===== src/rtl/date_time_display.sv =====
// Date/time page display for six active-low 7-segment digits.
// Rotates TIME/DATE/YEAR pages on a dwell timer or a button press.
module date_time_display #(
    parameter int PAGE_TICKS = 150
) (
    input  logic        MAX10_CLK1_50,
    input  logic        KEY,
    input  logic        i_next,
    input  logic [11:0] i_year,
    input  logic [3:0]  i_month,
    input  logic [7:0]  i_day,
    input  logic [7:0]  i_hour,
    input  logic [7:0]  i_min,
    output logic [7:0]  HEX0,
    output logic [7:0]  HEX1,
    output logic [7:0]  HEX2,
    output logic [7:0]  HEX3,
    output logic [7:0]  HEX4,
    output logic [7:0]  HEX5
);

    localparam int CW = (PAGE_TICKS > 1) ? $clog2(PAGE_TICKS) : 1;

    typedef enum logic [1:0] {
        PG_TIME,
        PG_DATE,
        PG_YEAR
    } page_e;

    typedef enum logic {
        CV_LOAD,
        CV_SHIFT
    } cv_e;

    logic clk;
    logic rst_n;
    assign clk   = MAX10_CLK1_50;
    assign rst_n = KEY;

    page_e   page_q, page_d;
    logic [CW-1:0] cnt_q, cnt_d;
    logic    sync1_q, sync2_q, sync3_q;
    logic    fall, expire, adv;

    cv_e         cv_q, cv_d;
    logic [11:0] bin_q, bin_d;
    logic [15:0] bcd_q, bcd_d;
    logic [3:0]  sh_q, sh_d;
    logic [15:0] year_q, year_d;
    logic [15:0] adj;
    logic [15:0] shifted;

    logic [7:0] hex_q [6];
    logic [7:0] hex_d [6];

    logic       mon_t;
    logic [3:0] mon_u;

    // Button synchronizer plus one delay flop for falling-edge detect
    always_ff @(posedge clk or negedge rst_n) begin
        if (!rst_n) begin
            sync1_q <= 1'b1;
            sync2_q <= 1'b1;
            sync3_q <= 1'b1;
        end else begin
            sync1_q <= i_next;
            sync2_q <= sync1_q;
            sync3_q <= sync2_q;
        end
    end

    assign fall   = sync3_q & ~sync2_q;
    assign expire = (cnt_q == CW'(PAGE_TICKS - 1));
    assign adv    = fall | expire;

    // Page and dwell counter registers
    always_ff @(posedge clk or negedge rst_n) begin
        if (!rst_n) begin
            page_q <= PG_TIME;
            cnt_q  <= '0;
        end else begin
            page_q <= page_d;
            cnt_q  <= cnt_d;
        end
    end

    // A press and a dwell expiry together still advance a single step
    always_comb begin
        page_d = page_q;
        cnt_d  = cnt_q + 1'b1;
        if (adv) begin
            cnt_d = '0;
            case (page_q)
                PG_TIME: page_d = PG_DATE;
                PG_DATE: page_d = PG_YEAR;
                default: page_d = PG_TIME;
            endcase
        end
    end

    // Year converter state and result registers
    always_ff @(posedge clk or negedge rst_n) begin
        if (!rst_n) begin
            cv_q   <= CV_LOAD;
            bin_q  <= '0;
            bcd_q  <= '0;
            sh_q   <= '0;
            year_q <= '0;
        end else begin
            cv_q   <= cv_d;
            bin_q  <= bin_d;
            bcd_q  <= bcd_d;
            sh_q   <= sh_d;
            year_q <= year_d;
        end
    end

    // Free-running double-dabble: load, then 12 add-3/shift steps
    always_comb begin
        adj = bcd_q;
        for (int i = 0; i < 4; i++) begin
            if (bcd_q[4*i +: 4] >= 4'd5) begin
                adj[4*i +: 4] = bcd_q[4*i +: 4] + 4'd3;
            end
        end
        shifted = {adj[14:0], bin_q[11]};

        cv_d   = cv_q;
        bin_d  = bin_q;
        bcd_d  = bcd_q;
        sh_d   = sh_q;
        year_d = year_q;
        case (cv_q)
            CV_LOAD: begin
                bin_d = i_year;
                bcd_d = '0;
                sh_d  = '0;
                cv_d  = CV_SHIFT;
            end
            default: begin
                bin_d = {bin_q[10:0], 1'b0};
                bcd_d = shifted;
                sh_d  = sh_q + 4'd1;
                if (sh_q == 4'd11) begin
                    year_d = shifted;
                    cv_d   = CV_LOAD;
                end
            end
        endcase
    end

    function automatic logic [6:0] seg7(input logic [3:0] d);
        logic [6:0] s;
        case (d)
            4'd0:    s = 7'h40;
            4'd1:    s = 7'h79;
            4'd2:    s = 7'h24;
            4'd3:    s = 7'h30;
            4'd4:    s = 7'h19;
            4'd5:    s = 7'h12;
            4'd6:    s = 7'h02;
            4'd7:    s = 7'h78;
            4'd8:    s = 7'h00;
            4'd9:    s = 7'h10;
            default: s = 7'h3F;
        endcase
        return s;
    endfunction

    function automatic logic [7:0] digit(input logic [3:0] d,
                                         input logic dp);
        return {~dp, seg7(d)};
    endfunction

    assign mon_t = (i_month >= 4'd10);
    assign mon_u = mon_t ? (i_month - 4'd10) : i_month;

    // Select the four digits and decimal point for the current page
    always_comb begin
        hex_d[5] = 8'hFF;
        hex_d[4] = 8'hFF;
        hex_d[3] = 8'hFF;
        hex_d[2] = 8'hFF;
        hex_d[1] = 8'hFF;
        hex_d[0] = 8'hFF;
        case (page_q)
            PG_TIME: begin
                hex_d[3] = digit(i_hour[7:4], 1'b0);
                hex_d[2] = digit(i_hour[3:0], 1'b1);
                hex_d[1] = digit(i_min[7:4], 1'b0);
                hex_d[0] = digit(i_min[3:0], 1'b0);
            end
            PG_DATE: begin
                hex_d[3] = digit(i_day[7:4], 1'b0);
                hex_d[2] = digit(i_day[3:0], 1'b1);
                hex_d[1] = digit({3'b000, mon_t}, 1'b0);
                hex_d[0] = digit(mon_u, 1'b0);
            end
            default: begin
                hex_d[3] = digit(year_q[15:12], 1'b0);
                hex_d[2] = digit(year_q[11:8], 1'b0);
                hex_d[1] = digit(year_q[7:4], 1'b0);
                hex_d[0] = digit(year_q[3:0], 1'b0);
            end
        endcase
    end

    // Registered segment outputs, blank while in reset
    always_ff @(posedge clk or negedge rst_n) begin
        if (!rst_n) begin
            for (int i = 0; i < 6; i++) begin
                hex_q[i] <= 8'hFF;
            end
        end else begin
            for (int i = 0; i < 6; i++) begin
                hex_q[i] <= hex_d[i];
            end
        end
    end

    assign HEX0 = hex_q[0];
    assign HEX1 = hex_q[1];
    assign HEX2 = hex_q[2];
    assign HEX3 = hex_q[3];
    assign HEX4 = hex_q[4];
    assign HEX5 = hex_q[5];

endmodule


===== config.mk =====
export PLATFORM = sky130hd
export DESIGN_NAME = date_time_display
export DESIGN_NICKNAME = d
export VERILOG_FILES = /design/src/rtl/date_time_display.sv
export SDC_FILE = /design/constraint.sdc
export NUM_CORES = 1
export LEC_CHECK = 0
export CAP_MARGIN = 20
export CORE_MARGIN = 4
export CORE_UTILIZATION = 55
export CTS_CLUSTER_SIZE = 24
export DETAILED_ROUTE_END_ITERATION = 8
export PLACE_DENSITY = 0.8
export SLEW_MARGIN = 20
export SYNTH_ARGS = -nofsm -noshare
export SYNTH_HDL_FRONTEND = slang
export SYNTH_SLANG_ARGS = --single-unit
export TNS_END_PERCENT = 50

===== constraint.sdc =====
create_clock -name MAX10_CLK1_50 -period 2.1 [get_ports MAX10_CLK1_50]
set_input_delay 0.21 -clock MAX10_CLK1_50 [delete_from_list [all_inputs] [get_ports MAX10_CLK1_50]]
set_output_delay 0.21 -clock MAX10_CLK1_50 [all_outputs]
set_load 0.05 [all_outputs]

# Word-level counts from Yosys, hierarchy flattened
# Memory sizes are Yosys's and may differ from the RTL's.
# Cells that the tools add are included.
# totals
in_bits	43
n_memories	11
romBits	1232
ram_bits	0
reg_bits	94
out_inout_bits	48
latchBits	0
# memory_table
memory	depth	width	rd	rd_ports_with_merged_regs	wr	line_no	rtl
(no name shown)	16	7	1	0	0	154	case (d)
(no name shown)	16	7	1	0	0	154	
(no name shown)	16	7	1	0	0	154	
(no name shown)	16	7	1	0	0	154	
(no name shown)	16	7	1	0	0	154	
(no name shown)	16	7	1	0	0	154	
5 more memories	n/a	n/a	n/a	n/a	n/a	n/a	
# op_classes
bitwise_logic	4
n_eq_ne	3
n_div	0
shifts	0
mux	14
n_mul	0
reduce_logical	2
order_cmp	5
n_addsub	7
# op_table
cell	count
case mux 31 bit (2 select lines)	1
two-way mux 4 bit	5
>= comparator 4 x 3 -> 1 bit (second input constant)	4
two-way mux 16 bit	1
case mux 7 bit (2 select lines)	1
adder 4 x 2 -> 4 bit (second input constant)	3
two-way mux 12 bit	1
adder 8 x 1 -> 8 bit (second input constant)	1
equality test 8 bit (second input constant)	1
two-way mux 8 bit	1
adder 4 x 1 -> 4 bit (second input constant)	1
equality test 4 bit (second input constant)	1
>= comparator 4 bit (second input constant)	1
case mux 2 bit (2 select lines)	1
subtractor 4 bit (second input constant)	1
adder 3 x 2 -> 3 bit (second input constant)	1
two-way mux 3 bit	1
equality test 2 x 1 -> 1 bit (second input constant)	1
logical NOT 2 bit	1
two-way mux 1 bit	2
NOT 1 bit	2
AND reduction 2 bit	1
bitwise AND 1 bit	1
bitwise OR 1 bit	1

# Logic depth before layout (Yosys ltp)
# Gate-level depths: netlist (run 1).
# depth
depth_word	4
depth_mapped	8

# Worst setup path after synthesis (run 1)
# No wires, ideal clock.
# synth_timing
path_kind	input to register
from	input i_month[1]
to	register hex_q, in the netlist HEX0[3]
t_arrival_ns	1.455
path_stages	7
path_slack_ns	0.562
required_ns	2.017
setup_time_ns	0.083
path_cell_list	buf_6 -> inv_1 -> ha_1 -> and3_1 -> o21ai_0 -> o211ai_1 -> a221o_1
# synth_lines
element	line_no	rtl
start: declaration	10	input logic [3:0] i_month,
end signal: indexed assignment	216	hex_q[i] <= hex_d[i];
end: declaration	53	logic [7:0] hex_q [6];

# Final worst setup path (run 1)
# layout_timing
from	register hex_q, in the netlist HEX0[3]
to	output HEX0[3]
# layout_lines
element	line_no	rtl
end: declaration	14	output logic [7:0] HEX0,
# No word-level cell between the ends.

==> impl_metrics.tcl, run 1 <==
set metrics [dict create \
    status "completed" \
    synthArstFlopShare_pct 100 \
    avgSynthCellArea_um2 9.59 \
    synth_most_common_cell "ha_1" \
    fin_hold_ws_ps 277 \
    cts_root_buf "clkbuf_16" \
    final.setup.tns_ps 0 \
    start_kind "flip-flop" \
    dieArea_mm2 0.0132 \
    min_path_type "in -> reg" \
    cp.arrival_ps 1670 \
    relSlewSlack_pct 61.7 \
    synth_warnings 0 \
    antenna_found_initial 0 \
    cp_num_cells 1 \
    drtAntennaViolNets 0 \
    grt_pass1_vias 4637 \
    max_freq_ghz 0.532 \
    maxSlewViolCount 0 \
    crit_path_max_incr_delay_ps 800 \
    cts_inserted_buffers 9 \
    yosys.area.top_type "dfrtp_1" \
    track_usage_pct 20.0 \
    overflow 0 \
    synth_commonest_cells "ha_1, a21oi_1, dfrtp_1" \
    setup_violations 0 \
    vias 4819 \
    p_leak_nw 3.27 \
    synthTopCellsByArea "dfrtp_1, ha_1, dfstp_2, a21oi_1, mux2_2" \
    skew_ps 8.66 \
    fp.dieW_um 115 \
    place.detailed.hpwl_um 9600 \
    power.total_mw 8.90 \
    rr_startpoint "year_q[9]" \
    period_minus_slack_ps 1880 \
    power_per_cell_area_mw_per_mm2 1220 \
    final_hold_viol_count 0 \
    grt_pass1_wl_um 21500 \
    wirelength_um 12800 \
    port_buffers 71 \
    synthDominantCellAreaShare_pct 23.5 \
    cts.clk_slew.worst_paths_ps 70 \
    drv_cap 0 \
    clock_path_buffers 2 \
    crit_end "HEX0[3]" \
    synth_edf_count 0 \
    fillers 866 \
    irDropWorstVdd_v 0.000863 \
    postCtsSetupBuffers 0 \
    crit_buf_inv 1 \
    finalNetCount 830 \
    crit_type "reg -> out" \
    worstPathMaxFanout 1 \
    first_pass_iters 5 \
    core_area_mm2 0.0110 \
    io_pins 91 \
    rows 38 \
    reg2reg_slack_ps 330 \
    synth_seq_cells 91 \
    wire_per_inst_um 14.9 \
    place_congestion 0.889 \
    synth_cells 655 \
    regToRegEndpoint "HEX2[3]" \
    worst_r2r_path_depth 6 \
    ctsResizeCount 0 \
    antenna_cells 0 \
    worstMarginPinSlew_ps 575 \
    first_iter_violations 404 \
    rsz0062_at_grt "false" \
    finalCritPeriodShare_pct 89.5 \
    yosysUniqueCellTypes 63 \
    syn_to_final_growth_pct 16.4 \
    synth_area_mm2 0.00628 \
    synth_ff_type "dfrtp_1" \
    start_util_pct 57.2 \
    cts_tree "built" \
    cts.sinks 91 \
    ctsHtreeMaxLevel 3 \
    drive_above_1_share_pct 14.6 \
    grt_max_degree 48 \
    yosysSeqAreaShare_pct 36.9 \
    clkLatencyLatePin_ps 350 \
    worstSetupStartpoint "HEX0[3]" \
    crit_required_ps 1890 \
    vias_per_cell 5.60 \
    critical_path.top_delay_family "buffers and inverters" \
    fp.dieH_um 115 \
    crit_path_end_kind "primary output" \
    drc_errors 0 \
    crit_slowest_cell "clkdlybuf4s50_1" \
    path_cells "clkdlybuf4s50_1" \
]
-- worst min-delay path by stage --
stage / start / end / slack [ps] / cells after the start
finish: i_next / sync1_q / 280 / 1
floorplan: KEY / bcd_q[0] / -90 / 0
global route: i_next / sync1_q / 280 / 1
detailed placement: KEY / bin_q[7] / 250 / 1
CTS: i_next / sync1_q / 280 / 1
global placement: KEY / bin_q[4] / 240 / 1
-- area by class of cell --
cell class | count | area [um2] | share of cell area, %
Multi-Input combinational cell | 486 | 3540 | 48.4
Tap cell | 140 | 175 | 2.40
Sequential cell | 91 | 2320 | 31.7
Inverter | 42 | 158 | 2.16
Timing Repair Buffer | 86 | 836 | 11.4
Clock inverter | 7 | 61.3 | 0.838
Clock buffer | 9 | 225 | 3.08
-- state kept, by name (all words and copies together) (netlist names) --
register and flops:
HEX0 7, HEX1 7, HEX2 8, HEX3 7, bcd_q 16, bin_q 12
cnt_q 8, cv_q 1, page_q 2, sh_q 4, sync1_q 1, sync2_q 1
sync3_q 1, year_q 16
-- repair_timing --
action / in CTS / in global routing
endpoints found under the hold margin: 32 / 0
endpoints found under the setup margin: 0 / 0
hold buffers: 1 / 0
-- cells by family (layout without fill, tap and decap cells) --
group / after synthesis / count (layout) / share of synthesized area, %
other: 1 / 19 / 0.0597
adders and majority gates: 71 / 71 / 14.1
muxes: 38 / 38 / 6.83
DFF: 91 / 91 / 36.9
buffers and inverters: 96 / 144 / 7.81
AOI/OAI and AO/OA: 172 / 172 / 16.9
xor gates and xnor gates: 14 / 14 / 1.95
and+or+nand+nor: 172 / 172 / 15.4
-- through the flow --
stage | std cells | cell area [um2] | util, % | setup slack [ps]
6_report | 861 | 7310 | 66.6 | 221
5_1_grt | 861 | 7310 | 66.6 | 185
2_1_floorplan | 673 | 6350 | - | 562
3_5_place_dp | 844 | 7020 | 63.9 | 65.9
3_3_place_gp | 844 | 7020 | 63.9 | 126
4_1_cts | 861 | 7310 | 66.6 | 203
-- report_power, final --
part | total, mW | switching, mW | internal, mW | leakage (nW)
combinational | 4.38 | 2.66 | 1.72 | 2.04
clock | 1.55 | 0.724 | 0.825 | 0.140
sequential | 2.97 | 0.482 | 2.48 | 1.09
total | 8.90 | 3.86 | 5.03 | 3.27
-- per-layer routing --
layer  global-route usage [%]  vias to the layer above  routed length, um
li1                         -                     2352                  -
met1                     26.1                     2304               5570
met2                     33.4                      149               6300
met3                     4.00                       14                764
met4                     6.57                        0                155
met5                        0                        -                  0
-- cell usage in the layout, fill, tap and decap left out, types with 4 or more instances in the layout --
master / n
ha_1: 71
clkdlybuf4s50_1: 70
a21oi_1: 59
dfrtp_1: 59
o21ai_0: 45
inv_1: 39
nor2_1: 34
dfstp_2: 32
nand2_1: 29
nand2b_1: 26
nor2b_1: 24
mux2_2: 21
conb_1: 19
and2_1: 15
buf_4: 14
mux2i_1: 11
o221ai_1: 11
nor3b_1: 10
clkbuf_16: 9
nand3_1: 8
o211ai_1: 7
xnor2_1: 7
xor2_1: 7
o21a_1: 7
o22ai_1: 6
or3_1: 5
a211o_1: 5
a31oi_1: 5
mux2_4: 4
o21ai_1: 4
(Power assumes the default switching activity.)
==> run 2: changes to the inputs <==
--- a/config.mk
+++ b/config.mk
@@ -8,6 +8,7 @@
 export CAP_MARGIN = 20
 export CORE_MARGIN = 4
 export CORE_UTILIZATION = 55
+export CTS_CLUSTER_DIAMETER = 200
 export CTS_CLUSTER_SIZE = 24
 export DETAILED_ROUTE_END_ITERATION = 8
 export PLACE_DENSITY = 0.8
@@ -15,4 +16,3 @@
 export SYNTH_ARGS = -nofsm -noshare
 export SYNTH_HDL_FRONTEND = slang
 export SYNTH_SLANG_ARGS = --single-unit
-export TNS_END_PERCENT = 50
==> results of run 2 <==
Same layout as run 1: the final DEF is identical, and so are final timing and power.
